--- src/rtl/serial_tx_scheduler_pkg.sv ---
// Shared types and constants for the two-requester 8N1 serial transmit scheduler.
package serial_pkg;

  typedef enum logic [1:0] {
    IDLE  = 2'd0,
    START = 2'd1,
    DATA  = 2'd2,
    STOP  = 2'd3
  } tx_state_t;

  localparam int FRAME_BITS           = 10;
  localparam int DATA_BITS            = 8;
  localparam int DEFAULT_CLKS_PER_BIT = 5208;

  // Round-robin pick: 1 selects requester 1. On contention the requester
  // that did not own the previous frame wins.
  function automatic logic rr_pick(input logic last, input logic r0, input logic r1);
    return (r0 && r1) ? ~last : r1;
  endfunction

endpackage

--- src/rtl/serial_tx_scheduler_if.sv ---
// Requester handshake plus serial line status bundled for the scheduler.
interface serial_tx_scheduler_if;
  import serial_pkg::*;

  logic                 req0;
  logic [DATA_BITS-1:0] data0;
  logic                 ack0;
  logic                 req1;
  logic [DATA_BITS-1:0] data1;
  logic                 ack1;
  logic                 dout;
  logic                 busy;
  logic                 grant_id;

  modport master (
    output req0, data0, req1, data1,
    input  ack0, ack1, dout, busy, grant_id
  );

  modport slave (
    input  req0, data0, req1, data1,
    output ack0, ack1, dout, busy, grant_id
  );

endinterface

--- src/rtl/serial_tx_scheduler_core.sv ---
// 8N1 frame serialiser: baud counter, shift register and frame FSM.
module serial_tx_core
  import serial_pkg::*;
#(
  parameter int CLKS_PER_BIT = DEFAULT_CLKS_PER_BIT
) (
  input  logic                 clk,
  input  logic                 rst_n,
  input  logic                 load,
  input  logic [DATA_BITS-1:0] data,
  output logic                 busy,
  output logic                 dout
);

  localparam int                BAUD_W    = $clog2(CLKS_PER_BIT);
  localparam logic [BAUD_W-1:0] BAUD_LAST = BAUD_W'(CLKS_PER_BIT - 1);
  localparam logic [2:0]        LAST_BIT  = 3'(DATA_BITS - 1);

  tx_state_t            state;
  logic [BAUD_W-1:0]    baud;
  logic [2:0]           bit_cnt;
  logic [DATA_BITS-1:0] shreg;
  logic                 bit_end;

  assign bit_end = (baud == BAUD_LAST);

  always_ff @(posedge clk or negedge rst_n) begin
    if (!rst_n) begin
      state   <= IDLE;
      baud    <= '0;
      bit_cnt <= '0;
      shreg   <= '0;
      dout    <= 1'b1;
      busy    <= 1'b0;
    end else begin
      case (state)
        IDLE: begin
          baud    <= '0;
          bit_cnt <= '0;
          if (load) begin
            shreg <= data;
            dout  <= 1'b0;
            busy  <= 1'b1;
            state <= START;
          end
        end
        START: begin
          if (bit_end) begin
            baud  <= '0;
            dout  <= shreg[0];
            state <= DATA;
          end else begin
            baud <= baud + 1'b1;
          end
        end
        DATA: begin
          if (bit_end) begin
            baud <= '0;
            if (bit_cnt == LAST_BIT) begin
              dout  <= 1'b1;
              state <= STOP;
            end else begin
              // dout already shows shreg[0]; present the next bit as we shift
              shreg   <= shreg >> 1;
              dout    <= shreg[1];
              bit_cnt <= bit_cnt + 1'b1;
            end
          end else begin
            baud <= baud + 1'b1;
          end
        end
        STOP: begin
          if (bit_end) begin
            baud  <= '0;
            busy  <= 1'b0;
            state <= IDLE;
          end else begin
            baud <= baud + 1'b1;
          end
        end
        default: begin
          state <= IDLE;
          dout  <= 1'b1;
          busy  <= 1'b0;
        end
      endcase
    end
  end

endmodule

--- src/rtl/serial_tx_scheduler.sv ---
// Two-requester round-robin front end feeding a single 8N1 serial transmitter.
module serial_tx_scheduler
  import serial_pkg::*;
#(
  parameter int CLKS_PER_BIT = DEFAULT_CLKS_PER_BIT
) (
  input  logic                  clk,
  input  logic                  rst_n,
  serial_tx_scheduler_if.slave  bus
);

  logic                 core_busy;
  logic                 core_dout;
  logic                 gnt_vld;
  logic                 gnt_sel;
  logic [DATA_BITS-1:0] load_data;
  logic                 ack0_r;
  logic                 ack1_r;
  logic                 gid_r;

  // Requests are only considered while the transmitter sits in IDLE.
  always_comb begin
    gnt_vld   = !core_busy && (bus.req0 || bus.req1);
    gnt_sel   = rr_pick(gid_r, bus.req0, bus.req1);
    load_data = gnt_sel ? bus.data1 : bus.data0;
  end

  always_ff @(posedge clk or negedge rst_n) begin
    if (!rst_n) begin
      ack0_r <= 1'b0;
      ack1_r <= 1'b0;
      gid_r  <= 1'b1;
    end else begin
      ack0_r <= gnt_vld && !gnt_sel;
      ack1_r <= gnt_vld &&  gnt_sel;
      if (gnt_vld) gid_r <= gnt_sel;
    end
  end

  serial_tx_core #(
    .CLKS_PER_BIT (CLKS_PER_BIT)
  ) u_core (
    .clk   (clk),
    .rst_n (rst_n),
    .load  (gnt_vld),
    .data  (load_data),
    .busy  (core_busy),
    .dout  (core_dout)
  );

  assign bus.ack0     = ack0_r;
  assign bus.ack1     = ack1_r;
  assign bus.grant_id = gid_r;
  assign bus.dout     = core_dout;
  assign bus.busy     = core_busy;

endmodule

--- src/flat_wrapper.sv ---
// flat-port wrapper written by rule: the top's interface ports become plain ports
module serial_tx_scheduler_flat import serial_pkg::*;
#(
  parameter int CLKS_PER_BIT = DEFAULT_CLKS_PER_BIT
)
  (clk, rst_n, bus_req0, bus_data0, bus_req1, bus_data1, bus_ack0, bus_ack1, bus_dout, bus_busy, bus_grant_id);
  serial_tx_scheduler_if bus_i ();
  input  logic clk;
  input  logic rst_n;
  input wire logic [$bits(bus_i.req0)-1:0] bus_req0;
  input wire logic [$bits(bus_i.data0)-1:0] bus_data0;
  input wire logic [$bits(bus_i.req1)-1:0] bus_req1;
  input wire logic [$bits(bus_i.data1)-1:0] bus_data1;
  output wire logic [$bits(bus_i.ack0)-1:0] bus_ack0;
  output wire logic [$bits(bus_i.ack1)-1:0] bus_ack1;
  output wire logic [$bits(bus_i.dout)-1:0] bus_dout;
  output wire logic [$bits(bus_i.busy)-1:0] bus_busy;
  output wire logic [$bits(bus_i.grant_id)-1:0] bus_grant_id;
  assign bus_i.req0 = bus_req0;
  assign bus_i.data0 = bus_data0;
  assign bus_i.req1 = bus_req1;
  assign bus_i.data1 = bus_data1;
  assign bus_ack0 = bus_i.ack0;
  assign bus_ack1 = bus_i.ack1;
  assign bus_dout = bus_i.dout;
  assign bus_busy = bus_i.busy;
  assign bus_grant_id = bus_i.grant_id;
  serial_tx_scheduler #(.CLKS_PER_BIT(CLKS_PER_BIT)) u_core (.clk(clk), .rst_n(rst_n), .bus(bus_i));
endmodule
--- config.mk ---
export PLATFORM = sky130hd
export DESIGN_NAME = serial_tx_scheduler_flat
export DESIGN_NICKNAME = d
export VERILOG_FILES = /design/src/rtl/serial_tx_scheduler_pkg.sv /design/src/rtl/serial_tx_scheduler_if.sv /design/src/rtl/serial_tx_scheduler_core.sv /design/src/rtl/serial_tx_scheduler.sv /design/src/flat_wrapper.sv
export SDC_FILE = /design/constraint.sdc
export NUM_CORES = 1
export LEC_CHECK = 0
export ABC_AREA = 0
export CAP_MARGIN = 30
export CORE_UTILIZATION = 54
export CTS_CLUSTER_DIAMETER = 100
export DETAILED_ROUTE_END_ITERATION = 10
export GPL_TIMING_DRIVEN = 0
export PLACE_DENSITY_LB_ADDON = 0.2
export SYNTH_ARGS = -nofsm -noshare
export SYNTH_HDL_FRONTEND = slang
export SYNTH_HIERARCHICAL = 1
export SYNTH_SLANG_ARGS = --single-unit
--- constraint.sdc ---
create_clock -name clk -period 3.3 [get_ports clk]
set_clock_uncertainty 0.15 [all_clocks]
set_input_delay 0.66 -clock clk [delete_from_list [all_inputs] [get_ports clk]]
set_output_delay 0.66 -clock clk [all_outputs]
set_load 0.02 [all_outputs]
Word-level counts from Yosys, hierarchy flattened
Index checks and enable logic that the tools add are counted.

Bits of input ports: 20. Output and inout bits: 5. Flip-flop bits (word level): 31. Word-level logic and storage cells: 65.

Equal/unequal tests: 11. Muxes and demuxes: 25. Bitwise logic cells: 1. Reduce and logical (&&, ||, !) cells: 17. Add/sub/neg operators: 2.

Operators with widths (number): 2-to-1 mux 8 bit (4); one-hot mux 13 bit (2 select lines) (1); one-hot mux 8 bit (2 select lines) (1); adder 13 x 1 -> 13 bit, second input constant (1); == test 13 bit, second input constant (1); 2-to-1 mux 13 bit (1); 2-to-1 mux 2 bit (5); != test 2 bit, second input constant (5); one-hot mux 2 bit (4 select lines) (1); AND reduction 4 bit (2); 2-to-1 mux 1 bit (7); 2-to-1 mux 3 bit (2); one-hot mux 3 bit (2 select lines) (1); AND reduction 3 bit (2); AND reduction 5 bit (1); == test 2 bit, second input constant (2); logical AND 1 bit (4); nonzero test 2 bit (2); adder 3 x 1 -> 3 bit, second input constant (1); == test 3 bit, second input constant (1); one-hot mux 1 bit (3 select lines) (1); nonzero test 3 bit (1); OR reduction 3 bit (1); == test 2 x 1 -> 1 bit, second input constant (1); 6 further kinds (7).

Depth between registers and ports, before layout
Gate-level depths: netlist of the first run.

Depth after elaboration: 5. Gate-level depth with buffers: 7. Gate-level depth less buffers: 6.

Cells and area by module
The synthesis of the first run kept the hierarchy.

Modules (own cells, without submodules): serial_tx_core (seq. area each 701.9 um2, times used 1, area an instance 1525.2 um2, cells an instance 137); serial_tx_scheduler (seq. area each 76.3 um2, times used 1, area an instance 232.7 um2, cells an instance 20).

Worst setup path before layout of the first run
No wires, ideal clock.

Path type: reg2reg. Start: register u_core.u_core.baud[9]. End: register u_core.u_core.shreg[0]. Arrival time: 2.139 ns. Cell stages (with the launch flop): 5. Buffers on the path: 0. Library setup time: 0.125 ns. Setup slack: 0.887 ns. Path through: dfrtp_1 -> or4_1 -> or3_4 -> o32ai_4 -> mux2_2.

Longest elaborated chain between the ends: 3.

RTL lines: from (decl) (line serial_tx_scheduler_core.sv:20) `logic [BAUD_W-1:0] baud;`; from (signal assigned) (line serial_tx_scheduler_core.sv:53) `baud <= baud + 1'b1;`; from (signal assigned) (line serial_tx_scheduler_core.sv:69) `baud <= baud + 1'b1;`; from (signal assigned) (line serial_tx_scheduler_core.sv:78) `baud <= baud + 1'b1;`; == test 13 bit (line serial_tx_scheduler_core.sv:25) `assign bit_end = (baud == BAUD_LAST);`; != test 2 bit (no source line); AND reduction 4 bit (no source line); to (signal assigned) (line serial_tx_scheduler_core.sv:41) `shreg <= data;`; to (signal assigned) (line serial_tx_scheduler_core.sv:64) `shreg <= shreg >> 1;`; to (decl) (line serial_tx_scheduler_core.sv:22) `logic [DATA_BITS-1:0] shreg;`.

Every way passes these cells. A chain may end at the register's enable or synchronous reset.

Worst setup path after layout of the first run
Start: register u_core.u_core.baud[8]. End: register u_core.u_core.shreg[4].

Same word-level chain as after synthesis.

==> impl_results.html, run 1 <==
<table>
<tr><th>Metric</th><th>Value</th></tr>
<tr><th colspan="2">Routing</th></tr>
<tr><td>Number of routed nets with antenna violations</td><td>0</td></tr>
<tr><td>Vias after detailed routing</td><td>1245</td></tr>
<tr><td>Number of detailed-routing iterations run before antenna repair</td><td>4</td></tr>
<tr><td>Wire length per cell after detailed routing</td><td>about 13 µm</td></tr>
<tr><td>DRC errors left</td><td>0</td></tr>
<tr><td>Iteration-0 DRC count of the detailed router</td><td>21</td></tr>
<tr><td>Per-cell via count in the routed design</td><td>5.32</td></tr>
<tr><td>Total routed wirelength</td><td>3140 µm</td></tr>
<tr><th colspan="2">Synth</th></tr>
<tr><td>Share of the synthesized area in compound gates (AO/OA/AOI/OAI)</td><td>around 7.4%</td></tr>
<tr><td>Number of different library cells in the post-synthesis netlist</td><td>34</td></tr>
<tr><td>Total of flip-flops plus latches after synthesis</td><td>31</td></tr>
<tr><td>Post-Synth Simple-Gate Area</td><td>14.7%</td></tr>
<tr><td>Most used flip-flop cell after synthesis</td><td>sky130_fd_sc_hd__dfrtp_1</td></tr>
<tr><td>Warning count from the yosys run</td><td>6</td></tr>
<tr><td>Per-instance average area after synthesis</td><td>11.2 µm²</td></tr>
<tr><td>Synthesized netlist cell count</td><td>157</td></tr>
<tr><td>Mux cell area share after synthesis</td><td>18.4%</td></tr>
<tr><td>Cell area after synthesis</td><td>1760 µm²</td></tr>
<tr><td>Number of synthesized flops with an enable pin</td><td>0</td></tr>
<tr><td>Mapped Nets</td><td>186</td></tr>
<tr><td>Share of the yosys chip area belonging to registers</td><td>44.3%</td></tr>
<tr><td>Fraction of the mapped netlist area in adder cells</td><td>6.41%</td></tr>
<tr><td>Fraction of synthesis flops using an asynchronous set or reset pin</td><td>100%</td></tr>
<tr><td>Share of the synthesized netlist area taken by xor and xnor gates</td><td>5.98%</td></tr>
<tr><td>Main combinational cell family by area after synthesis</td><td>multiplexers</td></tr>
<tr><th colspan="2">CTS</th></tr>
<tr><td>Clock tree root driver cell</td><td>sky130_fd_sc_hd__clkbuf_4</td></tr>
<tr><td>Count of instances resized after the clock tree is built</td><td>0</td></tr>
<tr><td># H-tree levels</td><td>2</td></tr>
<tr><td>Number of sinks handled by clock tree synthesis</td><td>31</td></tr>
<tr><td>Clock Path Buffers</td><td>2</td></tr>
<tr><td>CTS tree</td><td>built</td></tr>
<tr><td>Hold buffer count at CTS</td><td>0</td></tr>
<tr><td>Number of buffers created by CTS</td><td>5</td></tr>
<tr><td>Number of setup buffers added after CTS</td><td>0</td></tr>
<tr><td>Clock transition at the register clock pins on the worst setup and hold paths after CTS</td><td>90 ps</td></tr>
<tr><td>Clock latency on the worst-skew pair</td><td>320 ps</td></tr>
<tr><th colspan="2">Place</th></tr>
<tr><td>Cells after DPL</td><td>roughly 230</td></tr>
<tr><td>Routability-driven placement congestion ratio</td><td>roughly 0.77</td></tr>
<tr><td>Placement-stage cell area</td><td>approximately 2100 µm²</td></tr>
<tr><td>Port Buffer Count</td><td>24</td></tr>
<tr><td>Dpl hpwl</td><td>2430 µm</td></tr>
<tr><th colspan="2">STA</th></tr>
<tr><td>Final setup violation count</td><td>0</td></tr>
<tr><td>Hold Fails Final Rpt</td><td>0</td></tr>
<tr><td>Transition time at the pin with the least slew margin</td><td>660 ps</td></tr>
<tr><td>Shortest clock period the worst path allows after layout</td><td>2590 ps</td></tr>
<tr><td>Total negative slack for setup checks</td><td>0 ps</td></tr>
<tr><td>Worst-case headroom to the max-slew limit</td><td>55.6%</td></tr>
<tr><td>Setup repair after global routing missed its margin</td><td>no</td></tr>
<tr><td>Share of the clock period used by the worst path after layout</td><td>roughly 80%</td></tr>
<tr><td>Count of final max-slew check failures</td><td>0</td></tr>
<tr><td>Peak Freq</td><td>386 MHz</td></tr>
<tr><th colspan="2">Setup path</th></tr>
<tr><td>Critical path peak fanout</td><td>8</td></tr>
<tr><td>Sort of element at the start of the critical path</td><td>register</td></tr>
<tr><td>Arrival time of the worst setup path</td><td>between 2000 and 3000 ps</td></tr>
<tr><td>CP Class</td><td>reg2reg</td></tr>
<tr><td>Required time at the endpoint of the critical path</td><td>~3400 ps</td></tr>
<tr><td>Worst Setup End Kind</td><td>register</td></tr>
<tr><th colspan="2">Pwr</th></tr>
<tr><td>Part of the total power dissipated in combinational logic</td><td>between 10% and 20%</td></tr>
<tr><td>Portion of total power attributed to sequential cells</td><td>54.8%</td></tr>
<tr><td>Power Dens Cells</td><td>between 300 and 400 nW/µm²</td></tr>
<tr><td>Clock share of power</td><td>34.1%</td></tr>
<tr><td>Leakage power total</td><td>0.911 nW</td></tr>
<tr><td>Switching portion of total power</td><td>21.6%</td></tr>
<tr><td>Worst supply voltage drop on vdd</td><td>220 µV</td></tr>
<tr><td>Psw</td><td>~160 µW</td></tr>
<tr><td>P_int</td><td>568 µW</td></tr>
<tr><th colspan="2">Die</th></tr>
<tr><td>Total number of placement rows</td><td>20</td></tr>
<tr><td>Initial cell density of the core</td><td>57.1%</td></tr>
<tr><td>Height of the chip</td><td>59.1 µm</td></tr>
<tr><td>Number of top-level pins</td><td>25</td></tr>
<tr><td>Area of the placeable core</td><td>3080 µm²</td></tr>
<tr><td>Total die area</td><td>between 3000 and 4000 µm²</td></tr>
<tr><td>Die X</td><td>slightly below 60 µm</td></tr>
<tr><th colspan="2">Layout</th></tr>
<tr><td>Area added between synthesis and finish</td><td>22.3%</td></tr>
<tr><td>Area used by multi-input combinational logic</td><td>931 µm²</td></tr>
<tr><td>Layout Cell Area excl Fill</td><td>2150 µm²</td></tr>
<tr><td>Storage cell area</td><td>between 700 and 800 µm²</td></tr>
<tr><td>Share of layout cells above drive strength 1</td><td>23.2%</td></tr>
<tr><td>Total inserted antenna cells</td><td>0</td></tr>
<tr><td>Layout net count</td><td>218</td></tr>
<tr><td>Layout Cells excl Fill</td><td>234</td></tr>
<tr><td>Fillers</td><td>233</td></tr>
<tr><th colspan="2">Global route</th></tr>
<tr><td>Global-route wire length before repair</td><td>5350 µm</td></tr>
<tr><td>Total congestion overflow</td><td>0</td></tr>
<tr><td>Maximum number of pins on one net before global-route repair</td><td>23</td></tr>
<tr><td>Vias in the first global route</td><td>1288</td></tr>
<tr><td>Number of antenna violations at the first check in global routing</td><td>0</td></tr>
<tr><td>Total routing resource utilization after global routing</td><td>21.2%</td></tr>
<tr><th colspan="2">Worst hold path</th></tr>
<tr><td>Class of the tightest hold or removal check</td><td>reg2reg</td></tr>
<tr><th colspan="2">Run</th></tr>
<tr><td>Number of max-cap violations</td><td>0</td></tr>
<tr><th colspan="2">Run status</th></tr>
<tr><td>Run status</td><td>finished, final reports clean</td></tr>
</table>
## layer usage
metal | global-route usage, % | vias up | part of all wire [%]
li1 | - | 612 | -
met3 | 7.21 | 6 | 6.0
met4 | 8.84 | 0 | 1.3
met1 | 25.4 | 587 | 44
met2 | 34.7 | 40 | 49
met5 | 0 | - | 0
## path summary, 6_finish.rpt
kind,to,from,cells after the start,slack (ps)
max,u_core/u_core/shreg[4],u_core/u_core/baud[8],4,710
min in group asynchronous,u_core/bus.ack0,rst_n,1,540
max in group asynchronous,u_core/u_core/bit_cnt[2],rst_n,2,1960
min reg2reg,u_core/u_core/baud[0],u_core/u_core/baud[0],1,360
max reg2reg,u_core/u_core/shreg[4],u_core/u_core/baud[8],4,710
min,u_core/u_core/baud[0],u_core/u_core/baud[0],1,360
## worst max-delay path, stage by stage, from the launching register on
cell and delay (ps):
sky130_fd_sc_hd__dfrtp_1 440, sky130_fd_sc_hd__or4_1 550, sky130_fd_sc_hd__or3_4 450, sky130_fd_sc_hd__o32ai_4 490, sky130_fd_sc_hd__mux2_2 390
## power groups by stage
stage / sequential [mW] / clock, mW / combinational [mW]
floorplan: 0.407 / 0 / 0.0322
global placement: 0.404 / 0 / 0.0750
detailed placement: 0.405 / 0 / 0.0818
CTS: 0.397 / 0.259 / 0.0821
global route: 0.399 / 0.273 / 0.0880
finish: 0.397 / 0.247 / 0.0805
## cell families (layout without fill, tap and decap cells)
logic type	Yosys count	after routing
buf+inv	11	44
mux	29	29
simple gates	51	51
fa+ha+maj	9	9
flops	31	31
compound gates	14	14
xor+xnor	12	12
## Yosys cell counts (3+ instances only)
library cell              number  area share, %
sky130_fd_sc_hd__nor4_1        4            1.4
sky130_fd_sc_hd__ha_1          9            6.4
sky130_fd_sc_hd__xor2_1        3            1.5
sky130_fd_sc_hd__dfrtp_1      29             41
sky130_fd_sc_hd__mux2_2       27             17
sky130_fd_sc_hd__nor2_1       21            4.5
sky130_fd_sc_hd__xnor2_1       9            4.5
sky130_fd_sc_hd__o21ai_0       3           0.85
sky130_fd_sc_hd__inv_1         8            1.7
sky130_fd_sc_hd__nand2_1       7            1.5
sky130_fd_sc_hd__nand3_1       5            1.4
## metrics by stage
step	utilization (%)	hold WS, ps	total power, mW	setup slack [ps]
after floorplan	-	214	0.440	887
after global placement	66.7	335	0.479	484
after detailed placement	67.6	353	0.487	433
after CTS	69.8	367	0.738	701
after global routing	69.8	388	0.760	635
final	69.8	363	0.725	710
## layout make-up
| cell class | count | share of cell area (%) |
|---|---|---|
| plain buffers | 3 | 0.873 |
| clock buffers | 8 | 3.20 |
| inverters | 8 | 1.40 |
| multi-input cells | 115 | 43.3 |
| flip-flops and latches | 31 | 36.2 |
| well taps | 44 | 2.56 |
| repair buffers | 25 | 12.5 |
## state kept, by name, summed over array words and instances, names as in the netlist
register               count
u_core/bus.grant_id        1
u_core/u_core/shreg        8
u_core/bus.ack1            1
u_core/u_core/state        2
u_core/bus.ack0            1
u_core/u_core/busy         1
u_core/u_core/dout         1
u_core/u_core/baud        13
u_core/u_core/bit_cnt      3
## placed cells by master, fill, tap and decap left out, drive strengths merged, types with 4 or more instances in the layout
master / n
ha: 9
xnor2: 9
nand3: 5
clkbuf: 10
mux2: 27
nor2: 21
dfrtp: 29
clkdlybuf4s50: 24
nor4: 4
nand2: 7
inv: 8
Power figures use the tool's default switching activity.
==> run 2: changes to the inputs <==
clock period = 2.6 ns   (was 3.3 ns; I/O delays follow)
==> run 2 against run 1 <==
Effect of this change: worst hold slack hardly changed; first-iteration DRC count is 38% higher; critical path depth stayed put; sequential power is 27% higher; routed wire length is 1.6% higher; critical endpoint is now u_core/u_core/state[1].
==> impl_results.html, run 2 (same netlist as run 1, synthesis figures left out) <==
<table>
<tr><th>Metric</th><th>Value</th></tr>
<tr><th colspan="2">Layout</th></tr>
<tr><td>Layout Cell Area excl Fill</td><td>~2200 µm²</td></tr>
<tr><td>Commonest cells after routing, fill and taps aside</td><td>29 x sky130_fd_sc_hd__dfrtp_1, 27 x sky130_fd_sc_hd__mux2_2, 24 x sky130_fd_sc_hd__clkdlybuf4s50_1, 21 x sky130_fd_sc_hd__nor2_1</td></tr>
<tr><td>Total inserted antenna cells</td><td>0</td></tr>
<tr><td>Area added between synthesis and finish</td><td>23.4%</td></tr>
<tr><td>Reg with most FFs</td><td>u_core/u_core/baud</td></tr>
<tr><td>Number of flip-flops in the largest register</td><td>13</td></tr>
<tr><td>Layout net count</td><td>219</td></tr>
<tr><td>Fillers</td><td>230</td></tr>
<tr><td>Share of layout cells above drive strength 1</td><td>23.6%</td></tr>
<tr><td>Leading cell type in the layout, fill and taps excluded</td><td>sky130_fd_sc_hd__dfrtp_1</td></tr>
<tr><td>Top flop regs</td><td>u_core/u_core/baud x13, u_core/u_core/shreg x8, u_core/u_core/bit_cnt x3</td></tr>
<tr><th colspan="2">STA</th></tr>
<tr><td>Setup repair after global routing missed its margin</td><td>no</td></tr>
<tr><td>Shortest clock period the worst path allows after layout</td><td>2510 ps</td></tr>
<tr><td>Peak Freq</td><td>399 MHz</td></tr>
<tr><td>Final setup violation count</td><td>0</td></tr>
<tr><td>Worst-case headroom to the max-slew limit</td><td>a little over half</td></tr>
<tr><td>Transition time at the pin with the least slew margin</td><td>between 600 and 700 ps</td></tr>
<tr><td>Hold Fails Final Rpt</td><td>0</td></tr>
<tr><td>Share of the clock period used by the worst path after layout</td><td>96.4%</td></tr>
<tr><td>Count of final max-slew check failures</td><td>0</td></tr>
<tr><td>Post-Route Hold Slack</td><td>363 ps</td></tr>
<tr><th colspan="2">Setup path</th></tr>
<tr><td>Required time at the endpoint of the critical path</td><td>2660 ps</td></tr>
<tr><td>Cell-by-cell listing of the critical path</td><td>or4_1 &gt; or3_4 &gt; a221oi_1 &gt; mux2_2</td></tr>
<tr><td>Largest stage delay, worst path</td><td>550 ps</td></tr>
<tr><td>Worst Setup End Kind</td><td>register</td></tr>
<tr><td>CP Class</td><td>reg2reg</td></tr>
<tr><td>Arrival time of the worst setup path</td><td>between 2000 and 3000 ps</td></tr>
<tr><td>Crit path max-delay cell type</td><td>sky130_fd_sc_hd__or4_1</td></tr>
<tr><td>Reg-to-reg slack, setup</td><td>about 90 ps</td></tr>
<tr><td>Sort of element at the start of the critical path</td><td>register</td></tr>
<tr><td>Critical path peak fanout</td><td>5</td></tr>
<tr><th colspan="2">Pwr</th></tr>
<tr><td>Leakage power total</td><td>0.919 nW</td></tr>
<tr><td>Part of the total power dissipated in combinational logic</td><td>11.1%</td></tr>
<tr><td>Power Dens Cells</td><td>426 nW/µm²</td></tr>
<tr><td>Clock share of power</td><td>34.3%</td></tr>
<tr><td>Portion of total power attributed to sequential cells</td><td>roughly 55%</td></tr>
<tr><td>Worst supply voltage drop on vdd</td><td>~280 µV</td></tr>
<tr><td>Final Power</td><td>924 µW</td></tr>
<tr><td>Psw</td><td>202 µW</td></tr>
<tr><td>P_int</td><td>722 µW</td></tr>
<tr><td>Switching portion of total power</td><td>a little over a fifth</td></tr>
<tr><th colspan="2">Die</th></tr>
<tr><td>Total die area</td><td>3490 µm²</td></tr>
<tr><td>Total number of placement rows</td><td>20</td></tr>
<tr><td>Die X</td><td>59.1 µm</td></tr>
<tr><td>Initial cell density of the core</td><td>57.1%</td></tr>
<tr><td>Number of top-level pins</td><td>25</td></tr>
<tr><td>Area of the placeable core</td><td>approximately 3000 µm²</td></tr>
<tr><td>Height of the chip</td><td>between 50 and 60 µm</td></tr>
<tr><th colspan="2">Routing</th></tr>
<tr><td>Wire length per cell after detailed routing</td><td>13.6 µm</td></tr>
<tr><td>Vias after detailed routing</td><td>1242</td></tr>
<tr><td>DRC errors left</td><td>0</td></tr>
<tr><td>Iteration-0 DRC count of the detailed router</td><td>29</td></tr>
<tr><td>Per-cell via count in the routed design</td><td>about 5.3</td></tr>
<tr><td>Total routed wirelength</td><td>approximately 3200 µm</td></tr>
<tr><td>Number of routed nets with antenna violations</td><td>0</td></tr>
<tr><td>Number of detailed-routing iterations run before antenna repair</td><td>4</td></tr>
<tr><th colspan="2">CTS</th></tr>
<tr><td>CTS tree</td><td>built</td></tr>
<tr><td>Clock latency on the worst-skew pair</td><td>330 ps</td></tr>
<tr><td>Clock Path Buffers</td><td>2</td></tr>
<tr><td># H-tree levels</td><td>2</td></tr>
<tr><td>Clock transition at the register clock pins on the worst setup and hold paths after CTS</td><td>approximately 90 ps</td></tr>
<tr><td>Number of sinks handled by clock tree synthesis</td><td>31</td></tr>
<tr><td>Number of buffers created by CTS</td><td>5</td></tr>
<tr><td>Clock tree root driver cell</td><td>sky130_fd_sc_hd__clkbuf_4</td></tr>
<tr><th colspan="2">Global route</th></tr>
<tr><td>Total congestion overflow</td><td>0</td></tr>
<tr><td>Vias in the first global route</td><td>1288</td></tr>
<tr><td>Total routing resource utilization after global routing</td><td>21.2%</td></tr>
<tr><td>Global-route wire length before repair</td><td>about 5300 µm</td></tr>
<tr><td>Maximum number of pins on one net before global-route repair</td><td>23</td></tr>
<tr><td>Number of antenna violations at the first check in global routing</td><td>0</td></tr>
<tr><th colspan="2">Worst hold path</th></tr>
<tr><td>Class of the tightest hold or removal check</td><td>reg2reg</td></tr>
<tr><th colspan="2">Place</th></tr>
<tr><td>Placement-stage cell area</td><td>2080 µm²</td></tr>
<tr><td>Port Buffer Count</td><td>24</td></tr>
<tr><td>Dpl hpwl</td><td>2430 µm</td></tr>
<tr><td>Routability-driven placement congestion ratio</td><td>roughly 0.77</td></tr>
<tr><th colspan="2">Run status</th></tr>
<tr><td>Run status</td><td>finished, final reports clean</td></tr>
<tr><th colspan="2">Run</th></tr>
<tr><td>Number of max-cap violations</td><td>0</td></tr>
</table>
==> run 2: per-stage QoR <==
stage	instances	setup WS, ps	setup TNS [ps]	util [%]
detailed placement	226	-127	-975	67.6
global placement	225	-75.9	-604	66.7
CTS	234	1.35	0	69.8
floorplan	157	187	0	-
finish	235	92.3	0	70.5
global route	235	1.88	0	70.5
==> run 2: what timing repair did <==
action / in CTS / in global routing
setup endpoints to repair: 0 / 9
hold buffers: 0 / 0
setup buffers: 0 / 1
resized for setup: 0 / 0
==> run 2: path summary, 6_finish.rpt <==
kind | endpoint | from | cells after the start
max | u_core/u_core/state[1] | u_core/u_core/baud[8] | 4
max in group asynchronous | u_core/u_core/baud[9] | rst_n | 2
min reg2reg | u_core/u_core/baud[0] | u_core/u_core/baud[0] | 1
min in group asynchronous | u_core/bus.ack0 | rst_n | 1
max reg2reg | u_core/u_core/state[1] | u_core/u_core/baud[8] | 4
min | u_core/u_core/baud[0] | u_core/u_core/baud[0] | 1
==> run 2: final cells by class <==
| type | count | area (µm²) | share of cell area [%] |
|---|---|---|---|
| buffer | 3 | 18.8 | 0.865 |
| clock buffer | 8 | 68.8 | 3.17 |
| inverter | 8 | 30.0 | 1.38 |
| multi-input combinational | 115 | 931 | 42.9 |
| sequential | 31 | 778 | 35.9 |
| tap | 44 | 55.1 | 2.54 |
| timing repair buffer | 26 | 288 | 13.3 |
==> run 2: power groups by stage <==
stage	Combinational [mW]	Sequential [mW]	Clock (mW)
5_1_grt	0.112	0.507	0.346
3_3_place_gp	0.0952	0.513	0
6_report	0.103	0.505	0.317
2_1_floorplan	0.0409	0.517	0
4_1_cts	0.104	0.504	0.328
3_5_place_dp	0.104	0.514	0
==> run 2: worst max-delay path: cells and delay by family (launching register included) <==
kind | cells | cell delay [ps]
simple gates | 2 | 1000
flops | 1 | 440
compound gates | 1 | 430
mux | 1 | 380
==> run 2: routing by layer <==
metal / share of wire (%) / wire length (µm) / GRT usage [%] / up-vias
met5: 0 / 0 / 0 / -
met4: 1.3 / 42 / 8.84 / 0
met3: 5.7 / 183 / 7.21 / 6
met2: 49 / 1580 / 34.7 / 39
met1: 43 / 1380 / 25.4 / 584
li1: - / - / - / 613
